## config.mk

```make
export PLATFORM = sky130hd
export DESIGN_NAME = sipo_deser
export DESIGN_NICKNAME = d
export VERILOG_FILES = /design/src/rtl/sipo_deser.sv
export SDC_FILE = /design/constraint.sdc
export NUM_CORES = 1
export LEC_CHECK = 0
export ABC_AREA = 1
export BUFFER_PORTS_ARGS = -buffer_cell sky130_fd_sc_hd__buf_2
export CAP_MARGIN = 30
export CORE_MARGIN = 2
export CORE_UTILIZATION = 51
export DETAILED_ROUTE_END_ITERATION = 12
export GPL_TIMING_DRIVEN = 1
export PLACE_DENSITY = 0.72
export SYNTH_ARGS = -nofsm -noshare
export SYNTH_HDL_FRONTEND = slang
export SYNTH_SLANG_ARGS = --single-unit
```

## constraint.sdc

```tcl
create_clock -name clk_i -period 1.6 [get_ports clk_i]
set_input_delay 0.16 -clock clk_i [delete_from_list [all_inputs] [get_ports clk_i]]
set_output_delay 0.16 -clock clk_i [all_outputs]
set_load 0.005 [all_outputs]
```

## src/rtl/sipo_deser.sv

```systemverilog
// Parametrised serial-in/parallel-out deserialiser with frame sync, selectable bit order
// and a valid/ready output holder. Define SIPO_DESER_PARITY_EN for a trailing even-parity bit.
module sipo_deser #(
  parameter int WIDTH     = 8,
  parameter bit MSB_FIRST = 1'b1
) (
  input  logic             clk_i,
  input  logic             rst_n_i,
  input  logic             valid_i,
  input  logic             data_i,
  input  logic             sync_i,
  input  logic             ready_i,
  output logic             valid_o,
  output logic [WIDTH-1:0] data_o,
  output logic             overflow_o
`ifdef SIPO_DESER_PARITY_EN
  ,
  output logic             parity_err_o
`endif
);

`ifdef SIPO_DESER_PARITY_EN
  localparam int FRAME = WIDTH + 1;
`else
  localparam int FRAME = WIDTH;
`endif
  localparam int CW = (FRAME > 2) ? $clog2(FRAME) : 1;

  localparam logic [CW-1:0] CNT_ZERO = {CW{1'b0}};
  localparam logic [CW-1:0] CNT_ONE  = CW'(1);
  localparam logic [CW-1:0] CNT_LAST = CW'(FRAME - 1);

  typedef enum logic [0:0] {
    HOLD_EMPTY = 1'b0,
    HOLD_FULL  = 1'b1
  } hold_state_e;

  function automatic logic [WIDTH-1:0] shift_in(input logic [WIDTH-1:0] s, input logic b);
    logic [WIDTH-1:0] r;
    if (MSB_FIRST) begin
      r = {s[WIDTH-2:0], b};
    end else begin
      r = {b, s[WIDTH-1:1]};
    end
    return r;
  endfunction

`ifdef SIPO_DESER_PARITY_EN
  // Even parity: data bits plus parity bit must contain an even number of ones.
  function automatic logic even_parity_err(input logic [WIDTH-1:0] w, input logic p);
    return (^w) ^ p;
  endfunction
`endif

  logic [WIDTH-1:0] sreg_q, sreg_d;
  logic [CW-1:0]    cnt_q, cnt_d;
  hold_state_e      hold_q, hold_d;
  logic [WIDTH-1:0] data_q, data_d;
  logic             ovf_q, ovf_d;
  logic             complete_s;
  logic [WIDTH-1:0] word_s;
`ifdef SIPO_DESER_PARITY_EN
  logic             perr_s;
  logic             perr_q, perr_d;
`endif

  // Bit acceptance: shift, count, resync and detect word completion.
  always_comb begin
    sreg_d     = sreg_q;
    cnt_d      = cnt_q;
    complete_s = 1'b0;
    word_s     = shift_in(sreg_q, data_i);
`ifdef SIPO_DESER_PARITY_EN
    perr_s     = 1'b0;
`endif
    if (valid_i) begin
      if (sync_i) begin
        // Sync beats completion; the stale partial word is flushed.
        sreg_d = shift_in({WIDTH{1'b0}}, data_i);
        cnt_d  = CNT_ONE;
      end else if (cnt_q == CNT_LAST) begin
        complete_s = 1'b1;
        cnt_d      = CNT_ZERO;
`ifdef SIPO_DESER_PARITY_EN
        word_s     = sreg_q;
        perr_s     = even_parity_err(sreg_q, data_i);
        sreg_d     = sreg_q;
`else
        sreg_d     = shift_in(sreg_q, data_i);
`endif
      end else begin
        sreg_d = shift_in(sreg_q, data_i);
        cnt_d  = cnt_q + CNT_ONE;
      end
    end else begin
      sreg_d = sreg_q;
      cnt_d  = cnt_q;
    end
  end

  // Output holder: load, transfer, or drop a completed word under backpressure.
  always_comb begin
    hold_d = hold_q;
    data_d = data_q;
    ovf_d  = 1'b0;
`ifdef SIPO_DESER_PARITY_EN
    perr_d = perr_q;
`endif
    case (hold_q)
      HOLD_EMPTY: begin
        if (complete_s) begin
          hold_d = HOLD_FULL;
          data_d = word_s;
`ifdef SIPO_DESER_PARITY_EN
          perr_d = perr_s;
`endif
        end else begin
          hold_d = HOLD_EMPTY;
        end
      end
      HOLD_FULL: begin
        if (complete_s && ready_i) begin
          hold_d = HOLD_FULL;
          data_d = word_s;
`ifdef SIPO_DESER_PARITY_EN
          perr_d = perr_s;
`endif
        end else if (complete_s) begin
          hold_d = HOLD_FULL;
          ovf_d  = 1'b1;
        end else if (ready_i) begin
          hold_d = HOLD_EMPTY;
        end else begin
          hold_d = HOLD_FULL;
        end
      end
      default: begin
        hold_d = HOLD_EMPTY;
      end
    endcase
  end

  // State registers with synchronous active-low reset.
  always_ff @(posedge clk_i) begin
    if (!rst_n_i) begin
      sreg_q <= {WIDTH{1'b0}};
      cnt_q  <= CNT_ZERO;
      hold_q <= HOLD_EMPTY;
      data_q <= {WIDTH{1'b0}};
      ovf_q  <= 1'b0;
`ifdef SIPO_DESER_PARITY_EN
      perr_q <= 1'b0;
`endif
    end else begin
      sreg_q <= sreg_d;
      cnt_q  <= cnt_d;
      hold_q <= hold_d;
      data_q <= data_d;
      ovf_q  <= ovf_d;
`ifdef SIPO_DESER_PARITY_EN
      perr_q <= perr_d;
`endif
    end
  end

  assign valid_o    = (hold_q == HOLD_FULL);
  assign data_o     = data_q;
  assign overflow_o = ovf_q;
`ifdef SIPO_DESER_PARITY_EN
  assign parity_err_o = perr_q;
`endif

endmodule

```

==> results of run 1 <==
metal layers:
layer	part of all wire	GRT usage	routed length [µm]	up-vias
li1	-	-	-	366
met1	0.48	0.182	649	282
met2	0.48	0.271	652	9
met3	0.039	0.0245	53	2
met4	0.0066	0.0727	9	0
met5	0	0	0	-
worst max-delay path, stage by stage, from the launching register on:
cell and delay, ns:
dfxtp_1 0.37, ha_1 0.15, ha_1 0.17, nand3b_1 0.16, nor2_4 0.20, nor2_1 0.06
nor2_1 0.10
state kept, by name, indices dropped and copies added, names as in the netlist:
register / flops
valid_o: 1
cnt_q: 3
sreg_q: 7
data_o: 8
overflow_o: 1
layout make-up:
cell class | count | area share
flip-flops and latches | 20 | 0.431
inverters | 12 | 0.0485
clock buffers | 4 | 0.0391
repair buffers | 16 | 0.0889
multi-input cells | 69 | 0.371
well taps | 16 | 0.0216
cell families after synthesis:
kind of cell / count (synthesis) / synth area share
DFF: 20 / 0.487
adders and majority gates: 2 / 0.0304
AOI/OAI and AO/OA: 13 / 0.0791
and+or+nand+nor: 54 / 0.309
buffers and inverters: 16 / 0.0944
synthesized netlist by cell type:
cell / instances / area, µm²
dfxtp_1: 20 / 400
ha_1: 2 / 25.0
nand4_1: 8 / 50.1
nor2_1: 16 / 60.1
nor3_1: 1 / 5.00
nand2_1: 25 / 93.8
or2_2: 1 / 6.26
inv_1: 10 / 37.5
a21oi_1: 11 / 55.1
inv_2: 1 / 3.75
nand3b_1: 1 / 7.51
buf_2: 2 / 10.0
nor2_8: 1 / 20.0
o21ai_0: 2 / 10.0
nor2_4: 1 / 11.3
clkinv_1: 1 / 3.75
buf_8: 1 / 15.0
buf_4: 1 / 7.51
worst paths after layout:
| kind | slack (ns) | end | startpoint |
|---|---|---|---|
| max reg2reg | 0.32 | data_o[4] | cnt_q[0] |
| min | 0.09 | sreg_q[0] | valid_i |
| max | 0.32 | data_o[4] | cnt_q[0] |
| min reg2reg | 0.48 | cnt_q[2] | cnt_q[2] |
layout by cell type (no fill, tap or decap), types with 2 or more instances in the layout:
master	count
nand2_1	25
o21ai_0	2
nor2_1	16
buf_2	15
inv_1	10
a21oi_1	11
dfxtp_1	20
ha_1	2
nand4_1	8
clkbuf_4	3
power breakdown:
part / leakage [nW] / internal, mW / switching, mW
Sequential: 0.162 / 0.503 / 0.00387
Clock: 0.0210 / 0.138 / 0.145
Combinational: 0.228 / 0.0161 / 0.0304
Total: 0.411 / 0.658 / 0.179
through the flow:
stage | hold slack, ns | area [µm²] | util
2_1_floorplan | 0.249 | 822 | -
3_3_place_gp | 0.401 | 892 | 0.592
3_5_place_dp | 0.405 | 892 | 0.592
4_1_cts | 0.0801 | 928 | 0.616
5_1_grt | 0.116 | 928 | 0.616
6_report | 0.0878 | 928 | 0.616
==> impl_metrics.json, run 1 <==
{
  "grt_pass1_wl_um": 2230,
  "ant_nets": 0,
  "via_per_inst": 4.81,
  "yosys_warnings": 0,
  "vdd_drop_max_v": 0.000548,
  "clk_pin_slew_ns": 0.11,
  "numCtsBuffers": 3,
  "dp_cells": 133,
  "worstSetupStartpointType": "flip-flop",
  "netlist-cell-type-count": 18,
  "nets": 130,
  "setup_ws_ns": 0.322,
  "fillCellCount": 152,
  "hold_class": "input port to flip-flop",
  "cts_buffer_depth": 2,
  "max_clock_freq_mhz": 782,
  "finalNonFillerCells": 137,
  "synth_seq_cells": 20,
  "root_buffer": "clkbuf_4",
  "wl_um": 1360,
  "synthCells": 105,
  "post_drt_wl_per_cell_um": 9.96,
  "post_cts_resize_count": 0,
  "slew_headroom": 0.791,
  "initial_core_util": 0.546,
  "dp_slack_ns": 0.329,
  "cp.arrival_ns": 1.51,
  "antenna_found_initial": 0,
  "diodes": 0,
  "setup_violations": 0,
  "fin_total_pwr_mw": 0.837,
  "drive_gt1_frac": 0.198,
  "grt_start_max_net_pins": 18,
  "dr.pass1.iters": 4,
  "fp.dieArea_mm2": 0.00195,
  "clock_latency_ns": 0.29,
  "grt_pass1_vias": 564,
  "hold_viol": 0,
  "dr_total_vias": 659,
  "outcome": "completed",
  "htreeDepth": 1,
  "multi_input_area_um2": 344,
  "synth_area_um2": 822,
  "drt_iter0_markers": 6,
  "grt_usage": 0.154,
  "required_ns": 1.83,
  "whs_path_depth": 2,
  "regArea_um2": 400,
  "cts_tree": "done",
  "row_count": 14,
  "area_delta_synth_final_pct": 12.9,
  "die-height_um": 44.1,
  "fin_crit_ns": 1.28,
  "syn-num-nets": 113,
  "port_buffers": 15,
  "grt-ovfl-total": 0,
  "cts_setup_buffers": 0,
  "die_x_um": 44.1,
  "ios": 16,
  "postCtsHoldBufs": 0,
  "slew_viol_final": 0,
  "worst-setup-path-type": "flip-flop to flip-flop",
  "worstSetupEndpointType": "flip-flop",
  "rsz0062_at_grt": "false",
  "place.gp.congestion": 0.754,
  "dp_hpwl_um": 1020,
  "coreArea_mm2": 0.00151,
  "clock_skew_ns": 0.0109,
  "synth-seq-area-share": 0.487,
  "cap_violations": 0,
  "cts_sinks": 20,
  "syn_avg_cell_area_um2": 7.83,
  "reg2reg_depth": 6,
  "fin_tns_setup_ns": 0,
  "p_leak_nw": 0.411,
  "path_max_fanout": 8,
  "drcViolationCount": 0,
  "p_per_area_mw_per_mm2": 902,
  "worst_pin_slew_ns": 0.312,
  "period_share": 0.799
}
No activity file was read; power rests on OpenSTA's default activity.
==> inputs of run 2 (changes only) <==
==> constraint.sdc (replaced) <==
create_clock -name clk_i -period 1.3 [get_ports clk_i]
set_input_delay 0.13 -clock clk_i [delete_from_list [all_inputs] [get_ports clk_i]]
set_output_delay 0.13 -clock clk_i [all_outputs]
set_load 0.005 [all_outputs]
==> run 2 against run 1 <==
- count of clock-buffer cells in the layout is the same
- global-route usage grew 1.3 points
- final cell count grew 1.5%
- power grew 24%
- critical endpoint is now data_o[5]
- largest power group unchanged
- highest routed layer unchanged
- first-iteration DRC count shrank 17%
- sequential power grew 23%
==> impl_metrics.json, run 2 (synthesis gave the netlist of run 1 again) <==
{
  "row_count": 14,
  "hold_class": "input port to flip-flop",
  "crit_path_cell_trace": "ha_4 > ha_4 > nand3b_1 > nor2_4 > nor2_1 > nor2_1",
  "die_x_um": 44.1,
  "grt-ovfl-total": 0,
  "dp_hpwl_um": 1060,
  "p_per_area_mw_per_mm2": 1070,
  "clock_latency_ns": 0.30,
  "die-height_um": 44.1,
  "drcViolationCount": 0,
  "p_int_mw": 0.812,
  "wl_um": 1450,
  "dr_total_vias": 686,
  "clk_pin_slew_ns": 0.11,
  "clock_skew_ns": 0.0102,
  "worstSetupEndpointType": "flip-flop",
  "slowest_stage": "dfxtp_2",
  "vdd_drop_max_v": 0.000745,
  "path_buf_inv": 0,
  "diodes": 0,
  "swShare": 0.218,
  "via_per_inst": 4.94,
  "dr.pass1.iters": 4,
  "fin_tns_setup_ns": 0,
  "hold_viol": 0,
  "max_stage_delay_ns": 0.37,
  "post_drt_wl_per_cell_um": 10.4,
  "coreArea_mm2": 0.00151,
  "slew_headroom": 0.821,
  "worstSetupStartpointType": "flip-flop",
  "worst-setup-path-type": "flip-flop to flip-flop",
  "initial_core_util": 0.546,
  "root_buffer": "clkbuf_4",
  "grt_usage": 0.167,
  "antenna_found_initial": 0,
  "period_share": 0.928,
  "path_max_fanout": 8,
  "cap_violations": 0,
  "dp_cells": 134,
  "ios": 16,
  "cp.arrival_ns": 1.44,
  "fp.dieArea_mm2": 0.00195,
  "largest_reg_flops": 8,
  "power_frac_comb": 0.056,
  "finalNonFillerCells": 139,
  "slew_viol_final": 0,
  "htreeDepth": 1,
  "grt_pass1_vias": 569,
  "area_delta_synth_final_pct": 18.4,
  "max_clock_freq_mhz": 829,
  "final_cell_mix": "25 x nand2_1, 18 x dfxtp_1, 15 x nor2_1, 15 x buf_2, 11 x a21oi_1",
  "setup_ws_ns": 0.0934,
  "drt_iter0_markers": 5,
  "port_buffers": 15,
  "final_common_cell": "nand2_1",
  "rsz0062_at_grt": "true",
  "critical_path.top_delay_family": "simple AND/OR/NAND/NOR gates",
  "cts_sinks": 20,
  "drive_gt1_frac": 0.252,
  "postCtsHoldBufs": 0,
  "p_leak_nw": 0.420,
  "pwr-share-seq": 0.603,
  "p_sw_mw": 0.226,
  "finalCoreUtilization": 0.646,
  "dp_slack_ns": 0.0224,
  "required_ns": 1.54,
  "outcome": "completed",
  "setup_violations": 0,
  "cts_tree": "done",
  "power_frac_clock": 0.340,
  "grt_start_max_net_pins": 18,
  "ant_nets": 0,
  "worst_pin_slew_ns": 0.266,
  "numCtsBuffers": 3,
  "nets": 132,
  "reg2reg_slack_ns": 0.09,
  "cts_buffer_depth": 2,
  "grt_pass1_wl_um": 2330,
  "place.gp.congestion": 0.729,
  "fin_crit_ns": 1.21
}
[run 2: power by group through the flow]
| stage | sequential, mW | combinational, mW | clock (mW) |
|---|---|---|---|
| finish | 0.626 | 0.0586 | 0.353 |
| floorplan | 0.637 | 0.0441 | 0 |
| global placement | 0.638 | 0.0572 | 0 |
| global route | 0.628 | 0.0662 | 0.391 |
| detailed placement | 0.638 | 0.0576 | 0 |
| CTS | 0.624 | 0.0577 | 0.367 |
[run 2: final cells by class]
type / count / area [µm²]
timing repair buffer: 18 / 97.6
multi-input combinational: 69 / 372
clock buffer: 4 / 36.3
sequential: 20 / 403
fill: 137 / 533
tap: 16 / 20.0
inverter: 12 / 45.0
[run 2: per-layer routing]
metal / vias up / share of wire / track usage
li1: 371 / - / -
met1: 300 / 0.44 / 0.185
met2: 13 / 0.51 / 0.291
met3: 2 / 0.039 / 0.0408
met4: 0 / 0.010 / 0.0909
met5: - / 0 / 0
[run 2: path summary, 6_finish.rpt]
check,startpoint,endpoint,depth (start not counted)
worst max register to register,cnt_q[0],data_o[5],6
worst min register to register,data_o[3],data_o[3],2
worst max-delay path,cnt_q[0],data_o[5],6
worst min-delay path,valid_i,sreg_q[0],2
[run 2: per-stage QoR]
stage                     hold WS, ns  instance area [µm²]  power, mW
after floorplan                 0.219                  822      0.681
after global placement          0.373                  900      0.695
after detailed placement        0.378                  900      0.696
after CTS                      0.0442                  943       1.05
after global routing           0.0531                  973       1.08
final                          0.0513                  973       1.04
[run 2: timing repair]
action / in CTS / in global routing
pin swaps: 2 / 8
hold endpoints to repair: 0 / 0
setup endpoints to repair: 1 / 8
setup buffers: 1 / 0
gates resized for setup: 0 / 7
==> inputs of run 3 (changes only) <==
--- a/config.mk
+++ b/config.mk
@@ -8,11 +8,14 @@
 export ABC_AREA = 1
 export BUFFER_PORTS_ARGS = -buffer_cell sky130_fd_sc_hd__buf_2
 export CAP_MARGIN = 30
+export CELL_PAD_IN_SITES_DETAIL_PLACEMENT = 2
+export CELL_PAD_IN_SITES_GLOBAL_PLACEMENT = 2
+export CORE_ASPECT_RATIO = 1.5
 export CORE_MARGIN = 2
-export CORE_UTILIZATION = 51
+export CORE_UTILIZATION = 29
 export DETAILED_ROUTE_END_ITERATION = 12
-export GPL_TIMING_DRIVEN = 1
-export PLACE_DENSITY = 0.72
+export GPL_TIMING_DRIVEN = 0
+export PLACE_DENSITY = 0.71
 export SYNTH_ARGS = -nofsm -noshare
 export SYNTH_HDL_FRONTEND = slang
 export SYNTH_SLANG_ARGS = --single-unit
==> run 3 against run 2 <==
- sequential power is essentially flat
- via count grew 8.2%
- power grew 14%
- final cell count grew 17%
- combinational power grew 18%
- clock skew shrank 0.0069 ns
- count of clock-buffer cells in the layout is the same
- critical endpoint is now data_o[0]
==> impl_metrics.json, run 3 (synthesis gave the netlist of run 1 again) <==
{
  "outcome": "completed",
  "coreArea_mm2": 0.00268,
  "path_max_fanout": 8,
  "required_ns": 1.50,
  "drt_iter0_markers": 7,
  "cap_violations": 0,
  "cp.arrival_ns": 1.44,
  "dr_total_vias": 742,
  "antenna_found_initial": 0,
  "hold_class": "input port to flip-flop",
  "p_per_area_mw_per_mm2": 1130,
  "drive_gt1_frac": 0.270,
  "via_per_inst": 4.55,
  "period_share": 0.951,
  "cts_tree": "done",
  "diodes": 0,
  "initial_core_util": 0.307,
  "grt_start_max_net_pins": 12,
  "final_cell_mix": "25 x nand2_1, 18 x dfxtp_1, 17 x buf_2",
  "finalNonFillerCells": 163,
  "setup_ws_ns": 0.0638,
  "slew_headroom": 0.803,
  "row_count": 23,
  "worstSetupStartpointType": "flip-flop",
  "clock_latency_ns": 0.26,
  "fp.dieArea_mm2": 0.00329,
  "max_stage_delay_ns": 0.34,
  "ant_nets": 0,
  "slew_viol_final": 0,
  "numCtsBuffers": 3,
  "grt_pass1_vias": 778,
  "grt-ovfl-total": 0,
  "nets": 135,
  "crit_path_cell_trace": "ha_4 > ha_4 > buf_4 > buf_4 > nand4_1 > nand2_1 > nor2_1",
  "clk_pin_slew_ns": 0.07,
  "grt_usage": 0.147,
  "dp_cells": 157,
  "grt_pass1_wl_um": 3580,
  "wl_um": 2010,
  "die-height_um": 69.2,
  "place.gp.congestion": 0.669,
  "fillCellCount": 340,
  "root_buffer": "clkbuf_8",
  "cts_buffer_depth": 2,
  "dr.pass1.iters": 2,
  "final_common_cell": "nand2_1",
  "largest_reg_flops": 8,
  "worstSetupEndpointType": "flip-flop",
  "htreeDepth": 1,
  "port_buffers": 15,
  "worst_pin_slew_ns": 0.294,
  "die_x_um": 47.5,
  "worst-setup-path-type": "flip-flop to flip-flop",
  "slowest_stage": "dfxtp_2",
  "fin_tns_setup_ns": 0,
  "drcViolationCount": 0,
  "post_drt_wl_per_cell_um": 12.3,
  "dp_hpwl_um": 1480,
  "area_delta_synth_final_pct": 26.9,
  "hold_viol": 0,
  "clock_skew_ns": 0.00329,
  "rsz0062_at_grt": "true",
  "max_clock_freq_mhz": 809,
  "fin_crit_ns": 1.24,
  "dp_slack_ns": -0.171,
  "critical_path.top_delay_family": "flip-flops",
  "setup_violations": 0,
  "p_leak_nw": 0.442,
  "cts_sinks": 20,
  "path_buf_inv": 2,
  "ios": 16,
  "vdd_drop_max_v": 0.000483
}
## run 3: per-layer routing
layer	wire length (µm)	vias up	global-route usage
li1	-	375	-
met1	815	353	0.175
met2	1100	10	0.243
met3	49	4	0.0156
met4	44	0	0.0741
met5	0	-	0
## run 3: area by class of cell
class                           instances  area [µm²]  share of cell area
Clock buffer                            4        55.1              0.0528
Tap cell                               37        46.3              0.0444
Timing Repair Buffer                   18        97.6              0.0935
Sequential cell                        20         403               0.386
Buffer                                  3        25.0              0.0240
Multi-Input combinational cell         69         372               0.356
Inverter                               12        45.0              0.0432
## run 3: timing repair
item | in CTS | in global routing
resized for setup | 7 | 1
pin swaps | 12 | 10
setup buffers | 2 | 1
hold buffers | 0 | 0
setup endpoints to repair | 9 | 10
## run 3: where the power goes
group,total [mW],switching [mW],leakage (nW),internal [mW]
clock,0.486,0.216,0.0288,0.270
combinational,0.0694,0.0429,0.251,0.0264
sequential,0.626,0.00657,0.162,0.620
## run 3: worst register-to-register path: stages (launching register included)
cell and delay, ns:
dfxtp_2 0.34, ha_4 0.16, ha_4 0.15, buf_4 0.13, buf_4 0.15, nand4_1 0.09, nand2_1 0.06, nor2_1 0.10
## run 3: metrics by stage
stage | total power, mW | hold slack (ns) | util | instance area (µm²)
2_1_floorplan | 0.681 | 0.219 | - | 822
3_3_place_gp | 0.705 | 0.383 | 0.353 | 943
5_1_grt | 1.24 | 0.152 | 0.390 | 1040
4_1_cts | 1.20 | 0.117 | 0.390 | 1040
3_5_place_dp | 0.708 | 0.396 | 0.353 | 943
6_report | 1.18 | 0.126 | 0.390 | 1040
## run 3: worst paths after layout
check	start	endpoint	depth (start not counted)	slack (ns)
max	cnt_q[0]	data_o[0]	7	0.06
min	valid_i	sreg_q[0]	2	0.13
max reg2reg	cnt_q[0]	data_o[0]	7	0.06
min reg2reg	data_o[1]	data_o[1]	2	0.46
